[src/rtl/gcbp_frame_ctrl.sv]
// gcbp_frame_ctrl: frame-level sequencer for the GCBP line generator.
// Gates new-line strobes to the vertical sub-image window, writes generated
// lines into a ping-pong sub-image BRAM and hands completed banks to the
// matcher with a ready/ack handshake.
// Optional feature: define GCBP_FRAME_DROP_CNT_EN to add o_drop_cnt, a
// saturating count of dropped and aborted frames.
module gcbp_frame_ctrl #(
  parameter int BRAM_DATA_WIDTH   = 128,
  parameter int C_VERT_START      = 176,
  parameter int C_SUBIMAGE_HEIGHT = 128,
  parameter int C_LINE_CNT_BITS   = 10,
  parameter int C_ROW_BITS        = 7
) (
  input  logic                       i_clk,
  input  logic                       i_reset,
  input  logic                       i_enable,
  input  logic                       i_new_frame,
  input  logic                       i_new_line,
  output logic                       o_gen_new_line,
  input  logic [BRAM_DATA_WIDTH-1:0] i_gcbp_line,
  input  logic                       i_gcbp_line_valid,
  input  logic [1:0]                 i_hori_subimage_cnt,
  output logic                       o_bram_we,
  output logic [C_ROW_BITS+2:0]      o_bram_addr,
  output logic [BRAM_DATA_WIDTH-1:0] o_bram_din,
  output logic                       o_frame_ready,
  output logic                       o_rd_bank,
  input  logic                       i_frame_ack
`ifdef GCBP_FRAME_DROP_CNT_EN
  ,output logic [7:0]                o_drop_cnt
`endif
);

  localparam logic [C_LINE_CNT_BITS-1:0] VSTART = C_LINE_CNT_BITS'(C_VERT_START);
  localparam logic [C_LINE_CNT_BITS-1:0] VEND   =
    C_LINE_CNT_BITS'(C_VERT_START + C_SUBIMAGE_HEIGHT - 1);
  localparam logic [C_ROW_BITS-1:0]      ROW_LAST = C_ROW_BITS'(C_SUBIMAGE_HEIGHT - 1);

  typedef enum logic [1:0] {S_IDLE, S_CAPTURE, S_DONE} state_t;

  state_t                     state;
  logic                       r_wr_bank;
  logic [C_LINE_CNT_BITS-1:0] line_cnt;
  logic [C_ROW_BITS-1:0]      row;
  logic                       line_seen;  // a gated line has occurred this frame
  logic                       win_hit;
  logic                       wr_fire;
  logic                       last_wr;
  logic                       swap;

  // window test uses the pre-increment line index
  assign win_hit        = i_new_line && (line_cnt >= VSTART) && (line_cnt <= VEND);
  assign o_gen_new_line = (state == S_CAPTURE) && win_hit;
  // abort wins over a coincident line write
  assign wr_fire  = (state == S_CAPTURE) && !i_new_frame && i_gcbp_line_valid && line_seen;
  assign last_wr  = wr_fire && (i_hori_subimage_cnt == 2'd3) && (row == ROW_LAST);
  assign swap     = (state == S_DONE) && (!o_frame_ready || i_frame_ack);

  // line counter: cleared per frame, saturates instead of wrapping
  always_ff @(posedge i_clk) begin
    if (i_reset || i_new_frame)
      line_cnt <= '0;
    else if (i_new_line && line_cnt != '1)
      line_cnt <= line_cnt + 1'b1;
  end

  // frame FSM, BRAM write port and bank handshake
  always_ff @(posedge i_clk) begin
    if (i_reset) begin
      state         <= S_IDLE;
      r_wr_bank     <= 1'b0;
      o_rd_bank     <= 1'b1;
      o_frame_ready <= 1'b0;
      o_bram_we     <= 1'b0;
      o_bram_addr   <= '0;
      o_bram_din    <= '0;
      row           <= '0;
      line_seen     <= 1'b0;
    end else begin
      o_bram_we <= 1'b0;
      if (i_frame_ack && o_frame_ready && !swap)
        o_frame_ready <= 1'b0;
      case (state)
        S_IDLE: begin
          if (i_new_frame && i_enable) begin
            state     <= S_CAPTURE;
            line_seen <= 1'b0;
          end
        end
        S_CAPTURE: begin
          if (i_new_frame) begin
            line_seen <= 1'b0;
          end else begin
            if (o_gen_new_line) begin
              line_seen <= 1'b1;
              row       <= C_ROW_BITS'(line_cnt - VSTART);
            end
            if (wr_fire) begin
              o_bram_we   <= 1'b1;
              o_bram_addr <= {r_wr_bank, i_hori_subimage_cnt, row};
              o_bram_din  <= i_gcbp_line;
            end
            if (last_wr)
              state <= S_DONE;
          end
        end
        S_DONE: begin
          if (swap) begin
            o_rd_bank     <= r_wr_bank;
            r_wr_bank     <= ~r_wr_bank;
            o_frame_ready <= 1'b1;
          end
          state <= S_IDLE;
        end
        default: state <= S_IDLE;
      endcase
    end
  end

`ifdef GCBP_FRAME_DROP_CNT_EN
  logic drop_evt;
  assign drop_evt = ((state == S_CAPTURE) && i_new_frame) ||
                    ((state == S_DONE) && !swap);

  // saturating count of frames that never reached the matcher
  always_ff @(posedge i_clk) begin
    if (i_reset)
      o_drop_cnt <= '0;
    else if (drop_evt && o_drop_cnt != 8'hFF)
      o_drop_cnt <= o_drop_cnt + 8'd1;
  end
`endif

endmodule

[config.mk]
export PLATFORM = sky130hd
export DESIGN_NAME = gcbp_frame_ctrl
export DESIGN_NICKNAME = d
export VERILOG_FILES = /design/src/rtl/gcbp_frame_ctrl.sv
export SDC_FILE = /design/constraint.sdc
export NUM_CORES = 1
export LEC_CHECK = 0
export CORE_MARGIN = 1.5
export CORE_UTILIZATION = 44
export CTS_CLUSTER_DIAMETER = 150
export CTS_CLUSTER_SIZE = 10
export DETAILED_ROUTE_END_ITERATION = 8
export MAX_ROUTING_LAYER = met4
export PLACE_DENSITY = 0.85
export SYNTH_ARGS = -nofsm -noshare
export SYNTH_HDL_FRONTEND = slang
export SYNTH_SLANG_ARGS = --single-unit
[constraint.sdc]
create_clock -name i_clk -period 2.9 [get_ports i_clk]
set_input_delay 0.725 -clock i_clk [delete_from_list [all_inputs] [get_ports i_clk]]
set_output_delay 0.725 -clock i_clk [all_outputs]
set_load 0.01 [all_outputs]
**Word-level counts from Yosys, hierarchy flattened**

Index checks and enable logic that the tools add are counted.

- Logic and storage cells: 64
- Input bits: 137
- Register bits: 162
- Output and inout bits: 142

- Eq/ne operators: 9
- $add $sub $neg: 2
- Reductions and logical operators: 26
- Bitwise logic cells: 3
- $lt $le $gt $ge: 2
- Muxes and demuxes: 12

Operator list:

| cell | count |
|---|---|
| logical AND 1 bit | 13 |
| AND reduction 3 bit | 4 |
| adder 10 x 1 -> 10 bit (second input constant) | 1 |
| greater-or-equal comparator 10 x 8 -> 1 bit (second input constant) | 1 |
| <= comparator 10 x 9 -> 1 bit (second input constant) | 1 |
| != test 10 bit (second input constant) | 1 |
| equality test 7 bit (second input constant) | 1 |
| two-way mux 1 bit | 7 |
| subtractor 7 x 6 -> 7 bit (second input constant) | 1 |
| two-way mux 2 bit | 3 |
| != test 2 bit (second input constant) | 3 |
| equality test 2 bit (second input constant) | 2 |
| case mux 2 bit (2 select lines) | 1 |
| zero test 1 bit | 3 |
| != test 3 bit (second input constant) | 1 |
| inverter 1 bit | 3 |
| OR reduction 3 bit | 1 |
| equality test 2 x 1 -> 1 bit (second input constant) | 1 |
| zero test 2 bit | 1 |
| logical OR 1 bit | 2 |
| case mux 1 bit (2 select lines) | 1 |
| AND reduction 2 bit | 1 |
| nonzero test 2 bit | 1 |

**Logic depth before layout (Yosys ltp)**

Gate-level depths: netlist of run 1.

- Depth after elaboration: 9
- Depth in mapped cells: 7
- Gate-level depth less buffers: 6

**Least setup slack after synthesis of run 1**

Ideal clock, no wire load.

- Path type: register to output
- Start point: register line_cnt[5]
- End point: output port o_gen_new_line
- Path buffers: 0
- Data arrival time: 1.666 ns
- Cell stages (with the launch flop): 5
- Required time: 2.175 ns
- Path slack: 0.509 ns
- Cells stage by stage: dfxtp_1 -> ha_1 -> nor4bb_1 -> a211oi_1 -> a2111oi_0

- Word-level cells in the longest chain between the ends: 4
- Elaborated cells between the ends (all ways): 5
- Those cells by class: 2 x order compare; 3 x reduce/logical

RTL lines:

| item | RTL line | source |
|---|---|---|
| start: declaration | 43 | `logic [C_LINE_CNT_BITS-1:0] line_cnt;` |
| start signal: assignment | 64 | `line_cnt <= line_cnt + 1'b1;` |
| greater-or-equal comparator 10 x 8 -> 1 bit | 52 | `assign win_hit = i_new_line && (line_cnt >= VSTART) && (line_cnt <= VEND);` |
| logical AND 1 bit | 52 |  |
| logical AND 1 bit (*) | 52 |  |
| logical AND 1 bit (*) | 53 | `assign o_gen_new_line = (state == S_CAPTURE) && win_hit;` |
| end: declaration | 19 | `output logic o_gen_new_line,` |

Mark *: on every way between the ends. The rest lies on a longest branch, timed or not.

**Worst setup path after layout of run 1**

- Start point: register line_cnt[4]
- End point: output port o_gen_new_line

Same word-level chain as after synthesis.

==> results of run 1 <==
[worst max-delay path by stage]
| stage | start | endpoint | slack (ns) | cells past startpoint |
|---|---|---|---|---|
| floorplan | line_cnt[5] | o_gen_new_line | 0.51 | 4 |
| global placement | i_new_line | o_gen_new_line | -0.19 | 4 |
| detailed placement | i_new_line | o_gen_new_line | -0.23 | 4 |
| CTS | line_cnt[4] | o_gen_new_line | 0.03 | 6 |
| global route | line_cnt[4] | o_gen_new_line | -0.008 | 6 |
| finish | line_cnt[4] | o_gen_new_line | 0.13 | 6 |
[area by class of cell]
type,instances,area (um2),share of cell area
Clock inverter,12,129,0.0136
Sequential cell,162,3240,0.342
Timing Repair Buffer,291,2920,0.308
Multi-Input combinational cell,522,2490,0.263
Clock buffer,20,457,0.0482
Tap cell,176,220,0.0232
Inverter,4,15.0,0.00158
[power groups by stage]
stage	clock network [mW]	registers, mW	logic, mW
3_5_place_dp	0	2.28	0.244
3_3_place_gp	0	2.28	0.244
4_1_cts	2.24	2.23	0.247
2_1_floorplan	0	2.28	0.0432
6_report	2.20	2.23	0.246
5_1_grt	2.34	2.23	0.262
[metrics by stage]
stage / worst slack, ns / cells / total power, mW / utilization
3_3_place_gp: -0.190 / 1155 / 2.52 / 0.670
4_1_cts: 0.0264 / 1187 / 4.72 / 0.715
3_5_place_dp: -0.228 / 1155 / 2.52 / 0.670
6_report: 0.130 / 1187 / 4.68 / 0.716
5_1_grt: -0.00839 / 1187 / 4.84 / 0.716
2_1_floorplan: 0.509 / 741 / 2.32 / -
[cells in the mapped netlist, types with 2 or more instances]
library cell / instances / area (um2)
sky130_fd_sc_hd__a21oi_1: 150 / 751
sky130_fd_sc_hd__o21ai_0: 7 / 35.0
sky130_fd_sc_hd__nand2_1: 283 / 1060
sky130_fd_sc_hd__nand3_1: 6 / 30.0
sky130_fd_sc_hd__mux2i_1: 2 / 20.0
sky130_fd_sc_hd__nand4b_1: 2 / 17.5
sky130_fd_sc_hd__nor4_2: 2 / 25.0
sky130_fd_sc_hd__clkbuf_1: 22 / 82.6
sky130_fd_sc_hd__a31oi_1: 2 / 12.5
sky130_fd_sc_hd__xor2_1: 3 / 26.3
sky130_fd_sc_hd__o211ai_1: 3 / 22.5
sky130_fd_sc_hd__inv_1: 4 / 15.0
sky130_fd_sc_hd__a211oi_1: 4 / 30.0
sky130_fd_sc_hd__nor2_1: 17 / 63.8
sky130_fd_sc_hd__ha_1: 5 / 62.6
sky130_fd_sc_hd__buf_2: 29 / 145
sky130_fd_sc_hd__nor3_1: 3 / 15.0
sky130_fd_sc_hd__xnor2_1: 3 / 26.3
sky130_fd_sc_hd__a211o_1: 2 / 17.5
sky130_fd_sc_hd__and3_1: 6 / 37.5
sky130_fd_sc_hd__nand4_1: 4 / 25.0
sky130_fd_sc_hd__nand2b_1: 5 / 31.3
sky130_fd_sc_hd__dfxtp_1: 162 / 3240
[per-layer routing]
metal	wire (um)	global-route usage
met5	0	-
met4	650	0.123
met3	1470	0.0675
met2	8280	0.400
met1	7120	0.285
[tightest hold or removal path, cell delays in order (launching register included)]
cell and delay (ns):
sky130_fd_sc_hd__dfxtp_1 0.30, sky130_fd_sc_hd__nand2_1 0.05, sky130_fd_sc_hd__a21oi_1 0.05
[state kept, by name (all words and copies together), names as in the netlist]
register	count
line_cnt	10
line_seen	1
o_bram_addr	10
o_bram_din	128
o_bram_we	1
o_frame_ready	1
o_rd_bank	1
r_wr_bank	1
row	7
state	2
[cells by family after synthesis]
logic type,count (synthesis),share of synthesized area
AND/OR/NAND/NOR,334,0.231
buffers and inverters,57,0.0438
multiplexers,2,0.00336
XOR/XNOR,6,0.00881
flip-flops,162,0.544
adder cells (fa/ha/maj),5,0.0105
AO/OA/AOI/OAI,175,0.159
[repair_timing]
action | in CTS | in global routing
cloned | 0 | 0
pin swaps | 0 | 1
hold buffers | 0 | 0
setup endpoints to repair | 1 | 1
resized for setup | 2 | 6
==> results summary, run 1 <==
The worst register-to-register path begins at line_cnt[5]. The clock-pin slew on the worst setup and hold paths is 0.06 ns. The count of buffers added on input and output ports is 278. The final count of hold timing violations came out at 0. The number of global-route vias before repair is 5,597.

The signal on the critical path passes through inv_1 -> ha_1 -> nor4bb_4 -> a211oi_1 -> a2111oi_1 -> buf_2. The internal power summed over all cells came out at between 3 and 4 mW. After the first detailed-routing iteration, the DRC count stood at 482. The filler cells instantiated in the layout total 1,015. The routability congestion estimate from global placement is 0.860. In the final timing run, aggregate negative setup slack is 0 ns. The buffers plus inverters on the worst setup path is 2.

The slack of the worst reg-to-reg path came out at 0.84 ns. The number of buffers inserted to repair setup after CTS came out at 0. The die boundary width came out at 119 um.

The remaining antenna violation count is 0. For this run, the leading register cell type out of synthesis is sky130_fd_sc_hd__dfxtp_1. The die covers 14,300 um2.

The fraction of final layout cells with drive strength greater than 1 is 0.0534. The highest attainable clock frequency is 361 MHz. The latest clock arrival within the worst-skew pair is 0.42 ns. The tree is rooted in a sky130_fd_sc_hd__clkbuf_16. The global routing usage summed across all routing layers is 0.248.

The share of the cycle needed by the critical path after routing is 0.955. Measured along the y axis, the die boundary spans about 120 um. The worst register-to-register path ends at row[4]. The worst setup path is captured at an output pin. The number of flops mapped to enable cells by yosys came out at 0. The region available for standard cell placement spans 13,200 um2. The headroom to the max-slew limit is 0.541. The tool flagged a number of max-cap violations equal to 0. The final layout contains ~1,100 nets. Pin placement for this block handled 279 I/O pins. The count of synthesis-stage warnings from yosys is 0. The first global-routing pass estimated between 20 and 30 mm of wire.

The critical path is of the reg -> out type. The slowest stage of the critical path belongs to the cell sky130_fd_sc_hd__a2111oi_1. On the critical path the largest part of the delay comes from compound AO/OA/AOI/OAI gates.

The proportion of synthesized flip-flops having asynchronous set or reset came out at 0. The worst hold path cell count is 2. The detailed-placement wirelength estimate is 12.1 mm. Summed over all cells, the static leakage comes to ~3.2 nW. The count of TritonRoute iterations in the first routing pass is 4. The tightest hold margin is 0.453 ns. TritonCTS built the clock tree. The part of the power in registers came out at 0.477. The worst clock skew is 0.00965 ns. The worst hold path class is reg -> reg. STA puts the critical path data required time at 2.17 ns. 0 antenna diodes ended up in the layout. The actual transition at the worst max-transition pin came out at 0.688 ns. The mean post-synth cell area came out at 8.05 um2. The growth of design area from synthesis to finish is 58.8%.

No sink is reached through more buffers than the 2 on the longest clock path. The part of the Yosys area used for sequential elements came out at 0.544. Of the total power, the clock network draws 0.471. The starting density of the core is 0.451. Entering global routing, the biggest net connects 79 pins. The routed wirelength normalized by instance count came out at 14.8 um. The number of clock sinks is around 160. The number of antenna violations at the first check in global routing is 0.

The setup violation total in the final timing report is 0. The count of unique library cells instantiated by Yosys came out at 38. The post-synthesis net count came out at 883. In this run the worst path has a maximum fanout of 5. The flow ran to the end, and the final reports show no timing, DRC or antenna violations. The count of cells along the worst register-to-register path is 6. For this design the total switching power over the nets is between 0.9 and 1 mW. Subtracting the final worst setup slack from the clock period gives 2.77 ns. The net switching fraction of the power came out at 0.206.

The clock buffer count from CTS is 17. Of the total power, combinational logic draws 0.053. The final routed DRC violation total is 0. In the synthesized netlist, the number of instances is 741.

The level count of the clock H-tree is 4. The vias after detailed routing is approximately 6,000. The library cells used most frequently in the layout, excluding fill and tap cells, are 283 x sky130_fd_sc_hd__nand2_1, 276 x sky130_fd_sc_hd__clkdlybuf4s50_1, 162 x sky130_fd_sc_hd__dfxtp_1.

For hold timing, the worst endpoint is o_bram_addr[3]. The cell area after layout came out at 9480 um2. The worst hold path begins at o_bram_addr[3]. Wires add up to 17.5 mm. After global routing the overflow that remains totals 0.

The synthesized cell area came out at 5970 um2. The floorplan has 42 rows. The type of origin of the critical path is a flip-flop. The largest voltage drop on the vdd net came out at 0.000404 V.

The vias per cell is 5.05. The max-slew violation count came out at 0. After synthesis the netlist holds a flip-flop and latch count of 162.

Leaving out fill and tap cells, the most frequent cell in the layout is sky130_fd_sc_hd__nand2_1. The areal power density over the cells came out at 494 nW/um2. The worst path arrival time is approximately 2 ns. The placed standard-cell area came out at 8880 um2. The stage delay of the slowest cell on the critical path is 0.38 ns.
No activity file was read; power rests on OpenSTA's default activity.
==> inputs of run 2 (changes only) <==
- CORE_MARGIN: 1.5 -> 4
==> run 2 against run 1 <==
Cell count unchanged. Sequential share of layout area decreased by 0.054 points. Fmax increased by 3.4%. Design area increased by 0.16%. Total power increased by 0.94%. Hold slack got worse by 0.0014 ns. Non-clock buffer count unchanged. Critical path type unchanged.
==> results summary, run 2 (same netlist as run 1, synthesis figures left out) <==
The detailed-placement wirelength estimate came to 13.0 mm (was 12.1 mm). The die boundary width is 124 um (was 119 um). The top layer reached by signal wires is met4 (unchanged). The row count is 42 (unchanged). The actual transition at the worst max-transition pin is 0.801 ns (was 0.688 ns). The areal power density over the cells is 498 nW/um2 (was 494 nW/um2). The hold path startpoint is o_bram_din[114] (was o_bram_addr[3]). The highest attainable clock frequency was 373 MHz (was 361 MHz). The final layout net count is 1,140 (unchanged). The die outline area is 15,500 um2 (was 14,300 um2). The placed standard-cell area is 8880 um2 (unchanged). The routed wire length is 18.3 mm (was 17.5 mm). The height of the die is 124 um (was 119 um). The worst hold path class was reg -> reg (unchanged).

The register ranked first by flip-flop count is o_bram_din (unchanged). The met3 routed wirelength is 1.45 mm (was 1.47 mm). The remaining global-route overflow came out at 0 (unchanged). The growth of design area from synthesis to finish came out at 59.0% (was 58.8%). The number of filler cells placed in the layout is 978 (was 1,015).

The number of DRC markers in iteration 0 is 384 (was 482). The number of buffers inserted for hold repair after clock tree synthesis is 0 (unchanged). The kind of critical path is reg -> out (unchanged). The stage delay of the slowest cell on the critical path is 0.44 ns (was 0.38 ns). The tightest hold margin came out at 0.452 ns (was 0.453 ns). The shortest clock period the worst path allows after layout came to 2.68 ns (was 2.77 ns). The most frequent standard cell in the layout excluding fill and tap cells is sky130_fd_sc_hd__nand2_1 (unchanged). The routability congestion estimate from global placement came out at 0.859 (was 0.860).

The slowest stage cell on the critical path is sky130_fd_sc_hd__dfxtp_1 (was sky130_fd_sc_hd__a2111oi_1). The cell area after layout is 9490 um2 (was 9480 um2). The placeable core area came to 13,200 um2 (unchanged). The count of input and output buffers came out at 278 (unchanged).

The vias per cell came out at 5.01 (was 5.05). The level count of the clock H-tree is 4 (unchanged). The vias after detailed routing came to 5,952 (was 5,998). The count of TritonRoute iterations in the first routing pass came out at 4 (unchanged). Largest regs: o_bram_din (128), line_cnt (10), o_bram_addr (10) (unchanged). The global-route wire length before repair was 28.3 mm (was 27.3 mm).

The max-slew violation count came to 0 (unchanged). The TritonCTS clock tree is yes (unchanged). The remaining antenna violation count is 0 (unchanged). Result of the run: complete, no violations (unchanged).

The clock-pin slew on the worst setup and hold paths was 0.06 ns (about the same). The starting density of the core is 0.451 (unchanged). The global routing usage summed across all routing layers is 0.233 (was 0.248). The count of maximum capacitance violations came out at 0 (unchanged). Setup repair after global routing left no endpoint under its margin.

The kind of capture point of the worst setup path was an output pin (unchanged). The total met2 wirelength after detailed routing is 8.83 mm (was 8.28 mm). The worst path arrival time came out at 1.95 ns (was 2.05 ns). The number of antenna violations at the first check in global routing came out at 0 (unchanged).

The total negative slack is 0 ns (unchanged). The wire length on met1 is 7.60 mm (was 7.12 mm). The total power after layout came to 4.72 mW (was 4.68 mW). The capture endpoint of the worst hold path is o_bram_din[114] (was o_bram_addr[3]). The beginning of the worst register-to-register path is line_cnt[5] (unchanged).

The number of flip-flops in the largest register is 128 (unchanged). The required time of the worst setup path came out at 2.17 ns (about the same). Worst-path cell chain: ha_1 -> nor4bb_4 -> a211oi_1 -> a2111oi_1 -> buf_2 (was inv_1 -> ha_1 -> nor4bb_4 -> a211oi_1 -> a2111oi_1 -> buf_2). The number of global-route vias before repair is 5,574 (was 5,597).

The maximum number of pins on one net before global-route repair is 79 (unchanged). The critical-path maximum fanout came out at 6 (was 5). The headroom to the max-slew limit is 0.466 (was 0.541). The worst hold path cell count is 2 (unchanged). The largest voltage drop on the vdd net is 0.000318 V (was 0.000404 V). The clock root buffer is sky130_fd_sc_hd__clkbuf_16 (unchanged). The count of boundary I/O pins came out at 279 (unchanged). Highest-count cells in the layout ignoring fill and taps: 283 x sky130_fd_sc_hd__nand2_1, 276 x sky130_fd_sc_hd__clkdlybuf4s50_1, 162 x sky130_fd_sc_hd__dfxtp_1 (unchanged). The deepest clock path buffer count came out at 2 (unchanged). The routed wirelength normalized by instance count is 15.4 um (was 14.8 um). The final routed DRC violation total came out at 0 (unchanged).

The static leakage is 3.16 nW (was 3.15 nW). The slack of the worst reg-to-reg path is 0.97 ns (was 0.84 ns). The final design utilization came to 0.717 (was 0.716). The worst clock skew came out at 0.00815 ns (was 0.00965 ns).

The count of cells along the worst register-to-register path came to 5 (was 6). The type of origin of the critical path is a flip-flop (unchanged). The count of antenna diodes in the layout came out at 0 (unchanged). The number of buffers inserted to repair setup after CTS came out at 0 (unchanged). The setup violation total in the final timing report is 0 (unchanged). The number of clock sinks came out at 162 (unchanged). The latest clock arrival within the worst-skew pair was 0.41 ns (was 0.42 ns). The fraction of final layout cells with drive strength greater than 1 came out at 0.0524 (was 0.0534). The final count of hold timing violations came out at 0 (unchanged).

The clock buffer count from CTS came out at 17 (unchanged). The worst flop-to-flop path endpoint is row[4] (unchanged). The share of the cycle needed by the critical path after routing came out at 0.924 (was 0.955).
## run 2: cell count changes in the layout (fill, tap and decap cells not counted), sizes merged
| cell | previous run | this run |
|---|---|---|
| clkbuf | 20 | 24 |
| clkinv | 5 | 3 |
| clkinvlp | 3 | 2 |
| inv | 6 | 5 |
## run 2: final cells by class
type / instances / area, um2 / area share
Sequential cell: 162 / 3240 / 0.342
Timing Repair Buffer: 291 / 2920 / 0.308
Multi-Input combinational cell: 522 / 2490 / 0.262
Clock buffer: 24 / 502 / 0.0529
Tap cell: 176 / 220 / 0.0232
Clock inverter: 8 / 98.8 / 0.0104
Inverter: 4 / 15.0 / 0.00158
## run 2: worst max-delay path by stage
stage | startpoint | to | slack [ns] | cells after the start
CTS | line_cnt[5] | o_gen_new_line | 0.02 | 5
global route | line_cnt[1] | o_gen_new_line | 0.03 | 5
finish | line_cnt[5] | o_gen_new_line | 0.22 | 5
floorplan | line_cnt[5] | o_gen_new_line | 0.51 | 4
global placement | i_new_line | o_gen_new_line | -0.18 | 4
detailed placement | i_new_line | o_gen_new_line | -0.20 | 4
## run 2: power breakdown
part / leakage, nW / internal [mW] / switching [mW]
clock: 0.293 / 1.38 / 0.862
sequential: 1.30 / 2.23 / 0.00358
combinational: 1.56 / 0.174 / 0.0731
## run 2: stage by stage
step	instances	worst slack [ns]
detailed placement	1155	-0.195
global route	1187	0.0288
CTS	1187	0.0226
finish	1187	0.220
global placement	1155	-0.177
floorplan	741	0.509
## run 2: worst max-delay path: cells and delay by family (launching register included)
family	cells	cell delay, ns
fa+ha+maj	1	0.20
simple gates	1	0.22
compound gates	2	0.49
flops	1	0.44
buf+inv	1	0.19
## run 2: per-layer routing
layer	global-route usage	up-vias
met2	0.383	240
met3	0.0750	33
li1	-	2948
met5	-	-
met4	0.0883	0
met1	0.265	2731
## run 2: timing repair
action	in CTS	in global routing
endpoints found under the setup margin	1	1
cloned	0	0
gates resized for setup	1	7
pin swaps	0	2
==> inputs of run 3 (changes only) <==
--- a/config.mk
+++ b/config.mk
@@ -16,2 +16,3 @@
 export SYNTH_HDL_FRONTEND = slang
 export SYNTH_SLANG_ARGS = --single-unit
+export TNS_END_PERCENT = 50
==> constraint.sdc (replaced) <==
create_clock -name i_clk -period 2.9 [get_ports i_clk]
set_input_delay 0.58 -clock i_clk [delete_from_list [all_inputs] [get_ports i_clk]]
set_output_delay 0.58 -clock i_clk [all_outputs]
set_load 0.01 [all_outputs]
==> run 3 against run 2 <==
Non-clock buffer count decreased by 1. Largest power group is now sequential cells. Register-to-register slack got worse by 0.03 ns. Cell count about the same. Sequential share of layout area increased by 0.23 points. Worst setup slack improved by 0.0081 ns. Utilization decreased by 0.47 points. Critical path depth increased by 1. Sequential power about the same. Critical endpoint unchanged. Via count decreased by 0.18%. Die area unchanged. Clock skew increased by 0.0024 ns. Highest routed layer unchanged. Routed wire length decreased by 1.0%.
==> results summary, run 3 (same netlist as run 1, synthesis figures left out) <==
Result of the run: complete, no violations (unchanged). The detailed-placement wirelength estimate came out at 13.0 mm (about the same). The die boundary width is 124 um (unchanged). The global-route wire length before repair is 28.6 mm (was 28.3 mm). The remaining antenna violation count is 0 (unchanged). The count of TritonRoute iterations in the first routing pass came out at 4 (unchanged).

The slack of the worst reg-to-reg path is 0.94 ns (was 0.97 ns). The highest-utilization routing layer at the global route stage is met2 (unchanged). Unrepaired setup endpoints after global routing: false (unchanged). The worst clock skew came out at 0.0105 ns (was 0.00815 ns). The latest clock arrival within the worst-skew pair was 0.41 ns (about the same).

The net switching fraction of the power came to 0.205 (was 0.199). The cell area after layout is 9430 um2 (was 9490 um2). The part of the power in registers is 0.488 (was 0.472). The register ranked first by flip-flop count is o_bram_din (unchanged). The number of filler cells placed in the layout came out at 1,030 (was 978).

The most frequent standard cell in the layout excluding fill and tap cells was sky130_fd_sc_hd__nand2_1 (unchanged). The pre-CTS worst setup slack is 0.0849 ns (was -0.195 ns). The remaining global-route overflow is 0 (unchanged). The largest voltage drop on the vdd net is 0.000339 V (was 0.000318 V). The net load switching power is 0.936 mW (was 0.939 mW). The tightest hold margin was 0.452 ns (about the same). The worst path arrival time is 2.09 ns (was 1.95 ns). The shortest clock period the worst path allows after layout was 2.67 ns (was 2.68 ns). The count of antenna diodes in the layout is 0 (unchanged). The sequential cell area came out at 3240 um2 (unchanged). The combinational share of power came out at 0.054 (was 0.052). The global routing met2 resource utilization is 0.373 (was 0.383). The stage delay of the slowest cell on the critical path is 0.36 ns (was 0.44 ns). The type of origin of the critical path is a flip-flop (unchanged). Worst-path cell chain: inv_1 -> ha_1 -> nor4bb_2 -> a211oi_1 -> a2111oi_0 -> dlygate4sd2_1 (was ha_1 -> nor4bb_4 -> a211oi_1 -> a2111oi_1 -> buf_2). The vias per cell is 5.01 (about the same). The met3 track utilization from global routing is 0.0802 (was 0.0750). The number of DRC markers in iteration 0 came to 383 (was 384). The part of the power in the clock network came out at 0.458 (was 0.475). The die outline area was 15,500 um2 (unchanged). The routability congestion estimate from global placement is 0.848 (was 0.859). The max-slew violation count is 0 (unchanged). The headroom to the max-slew limit came out at 0.395 (was 0.466). The worst hold path class is reg -> reg (unchanged).

The static leakage is 3.13 nW (was 3.16 nW). The number of buffers inserted for hold repair after clock tree synthesis was 0 (unchanged). The final routed DRC violation total is 0 (unchanged). The clock root buffer is sky130_fd_sc_hd__clkbuf_16 (unchanged). The count of boundary I/O pins is 279 (unchanged). The area taken by multi-input logic gates is 2480 um2 (was 2490 um2). The number of global-route vias before repair came out at 5,485 (was 5,574). The number of buffers inserted to repair setup after CTS is 0 (unchanged). The count of maximum capacitance violations is 0 (unchanged). The final layout net count came to 1,139 (was 1,140).

Largest regs: o_bram_din (128), line_cnt (10), o_bram_addr (10) (unchanged). The critical-path maximum fanout was 5 (was 6). The height of the die is 124 um (unchanged). The required time of the worst setup path is 2.32 ns (was 2.17 ns).

The deepest clock path buffer count is 2 (unchanged). The final count of hold timing violations came out at 0 (unchanged). The level count of the clock H-tree came out at 4 (unchanged).

The TritonCTS clock tree is yes (unchanged). The number of antenna violations at the first check in global routing is 0 (unchanged). The hold path startpoint was o_bram_din[73] (was o_bram_din[114]). The number of clock sinks is 162 (unchanged). The areal power density over the cells came out at 485 nW/um2 (was 498 nW/um2). The worst hold path cell count is 2 (unchanged).

The worst flop-to-flop path endpoint is row[4] (unchanged). The routed wire length is 18.1 mm (was 18.3 mm). The kind of capture point of the worst setup path was an output pin (unchanged). The final worst-path setup slack is 0.228 ns (was 0.220 ns). The routed wirelength normalized by instance count came out at 15.3 um (was 15.4 um). The clock-pin slew on the worst setup and hold paths came out at 0.06 ns (about the same). The row count is 42 (unchanged). The vias after detailed routing came out at 5,941 (was 5,952).

The setup violation total in the final timing report came to 0 (unchanged). The placed standard-cell area is 8870 um2 (was 8880 um2). The number of flip-flops in the largest register is 128 (unchanged). The placeable core area came to 13,200 um2 (unchanged).

The count of cells along the worst register-to-register path came out at 5 (unchanged). The kind of critical path is reg -> out (unchanged). Highest-count cells in the layout ignoring fill and taps: 283 x sky130_fd_sc_hd__nand2_1, 276 x sky130_fd_sc_hd__clkdlybuf4s50_1, 162 x sky130_fd_sc_hd__dfxtp_1 (unchanged).

The beginning of the worst register-to-register path is line_cnt[5] (unchanged). The highest attainable clock frequency came out at 374 MHz (was 373 MHz). The actual transition at the worst max-transition pin is 0.908 ns (was 0.801 ns).

The global routing met1 resource utilization came out at 0.280 (was 0.265). The fraction of final layout cells with drive strength greater than 1 came out at 0.0465 (was 0.0524). The clock buffer count from CTS came out at 17 (unchanged).

The internal power summed over all cells is 3.63 mW (was 3.78 mW). The starting density of the core was 0.451 (unchanged). The global routing usage summed across all routing layers came to 0.236 (was 0.233). The growth of design area from synthesis to finish came out at 58.0% (was 59.0%). The count of input and output buffers was 278 (unchanged). The maximum number of pins on one net before global-route repair came out at 94 (was 79). The share of the cycle needed by the critical path after routing came out at 0.921 (was 0.924). The slowest stage cell on the critical path is sky130_fd_sc_hd__dfxtp_1 (unchanged).

The capture endpoint of the worst hold path is o_bram_din[73] (was o_bram_din[114]). The total negative slack is 0 ns (unchanged). The total power after layout is 4.57 mW (was 4.72 mW).
==> run 3: cell types whose count changed in the layout (fill, tap and decap cells not counted), moves of 2 or more <==
cell and change:
sky130_fd_sc_hd__clkbuf_1 +4, sky130_fd_sc_hd__clkbuf_8 -3, sky130_fd_sc_hd__clkinv_4 +2, sky130_fd_sc_hd__clkinv_2 -2
==> run 3: layout make-up <==
cell class | instances | area share
Clock inverter | 7 | 0.00810
Sequential cell | 162 | 0.344
Tap cell | 176 | 0.0234
Timing Repair Buffer | 290 | 0.310
Inverter | 4 | 0.00159
Clock buffer | 25 | 0.0504
Multi-Input combinational cell | 522 | 0.263
==> run 3: what timing repair did <==
action	4_1_cts	5_1_grt
setup endpoints to repair	1	1
gates resized for setup	1	1
endpoints found under the hold margin	0	0
==> run 3: worst max-delay path by stage <==
stage	from	cells past startpoint	slack, ns	endpoint
after floorplan	line_cnt[5]	4	0.65	o_gen_new_line
after global routing	line_cnt[4]	6	0.06	o_gen_new_line
final	line_cnt[4]	6	0.23	o_gen_new_line
after detailed placement	i_new_line	4	0.08	o_gen_new_line
after global placement	i_new_line	4	0.08	o_gen_new_line
after CTS	line_cnt[4]	6	0.16	o_gen_new_line
==> run 3: stage by stage <==
step	util	cells
after floorplan	-	741
after global placement	0.670	1154
after detailed placement	0.670	1154
after CTS	0.711	1186
after global routing	0.712	1186
final	0.712	1186
==> run 3: worst max-delay path: cells and delay by family, from the launching register on <==
kind            cells  cell delay (ns)
simple gates        1             0.31
compound gates      2             0.43
buf+inv             2             0.42
fa+ha+maj           1             0.16
flops               1             0.36
==> run 3: per-layer routing <==
| layer | wire length [um] | up-vias | share of wire |
|---|---|---|---|
| li1 | - | 2947 | - |
| met1 | 7730 | 2707 | 0.43 |
| met2 | 8460 | 262 | 0.47 |
| met3 | 1540 | 25 | 0.085 |
| met4 | 423 | 0 | 0.023 |
| met5 | 0 | - | 0 |
==> run 3: power by group through the flow <==
stage          clock network [mW]  registers, mW  logic [mW]
3_3_place_gp                    0           2.28       0.244
3_5_place_dp                    0           2.28       0.245
4_1_cts                      2.13           2.23       0.247
5_1_grt                      2.23           2.23       0.262
6_report                     2.09           2.23       0.247
2_1_floorplan                   0           2.28      0.0432
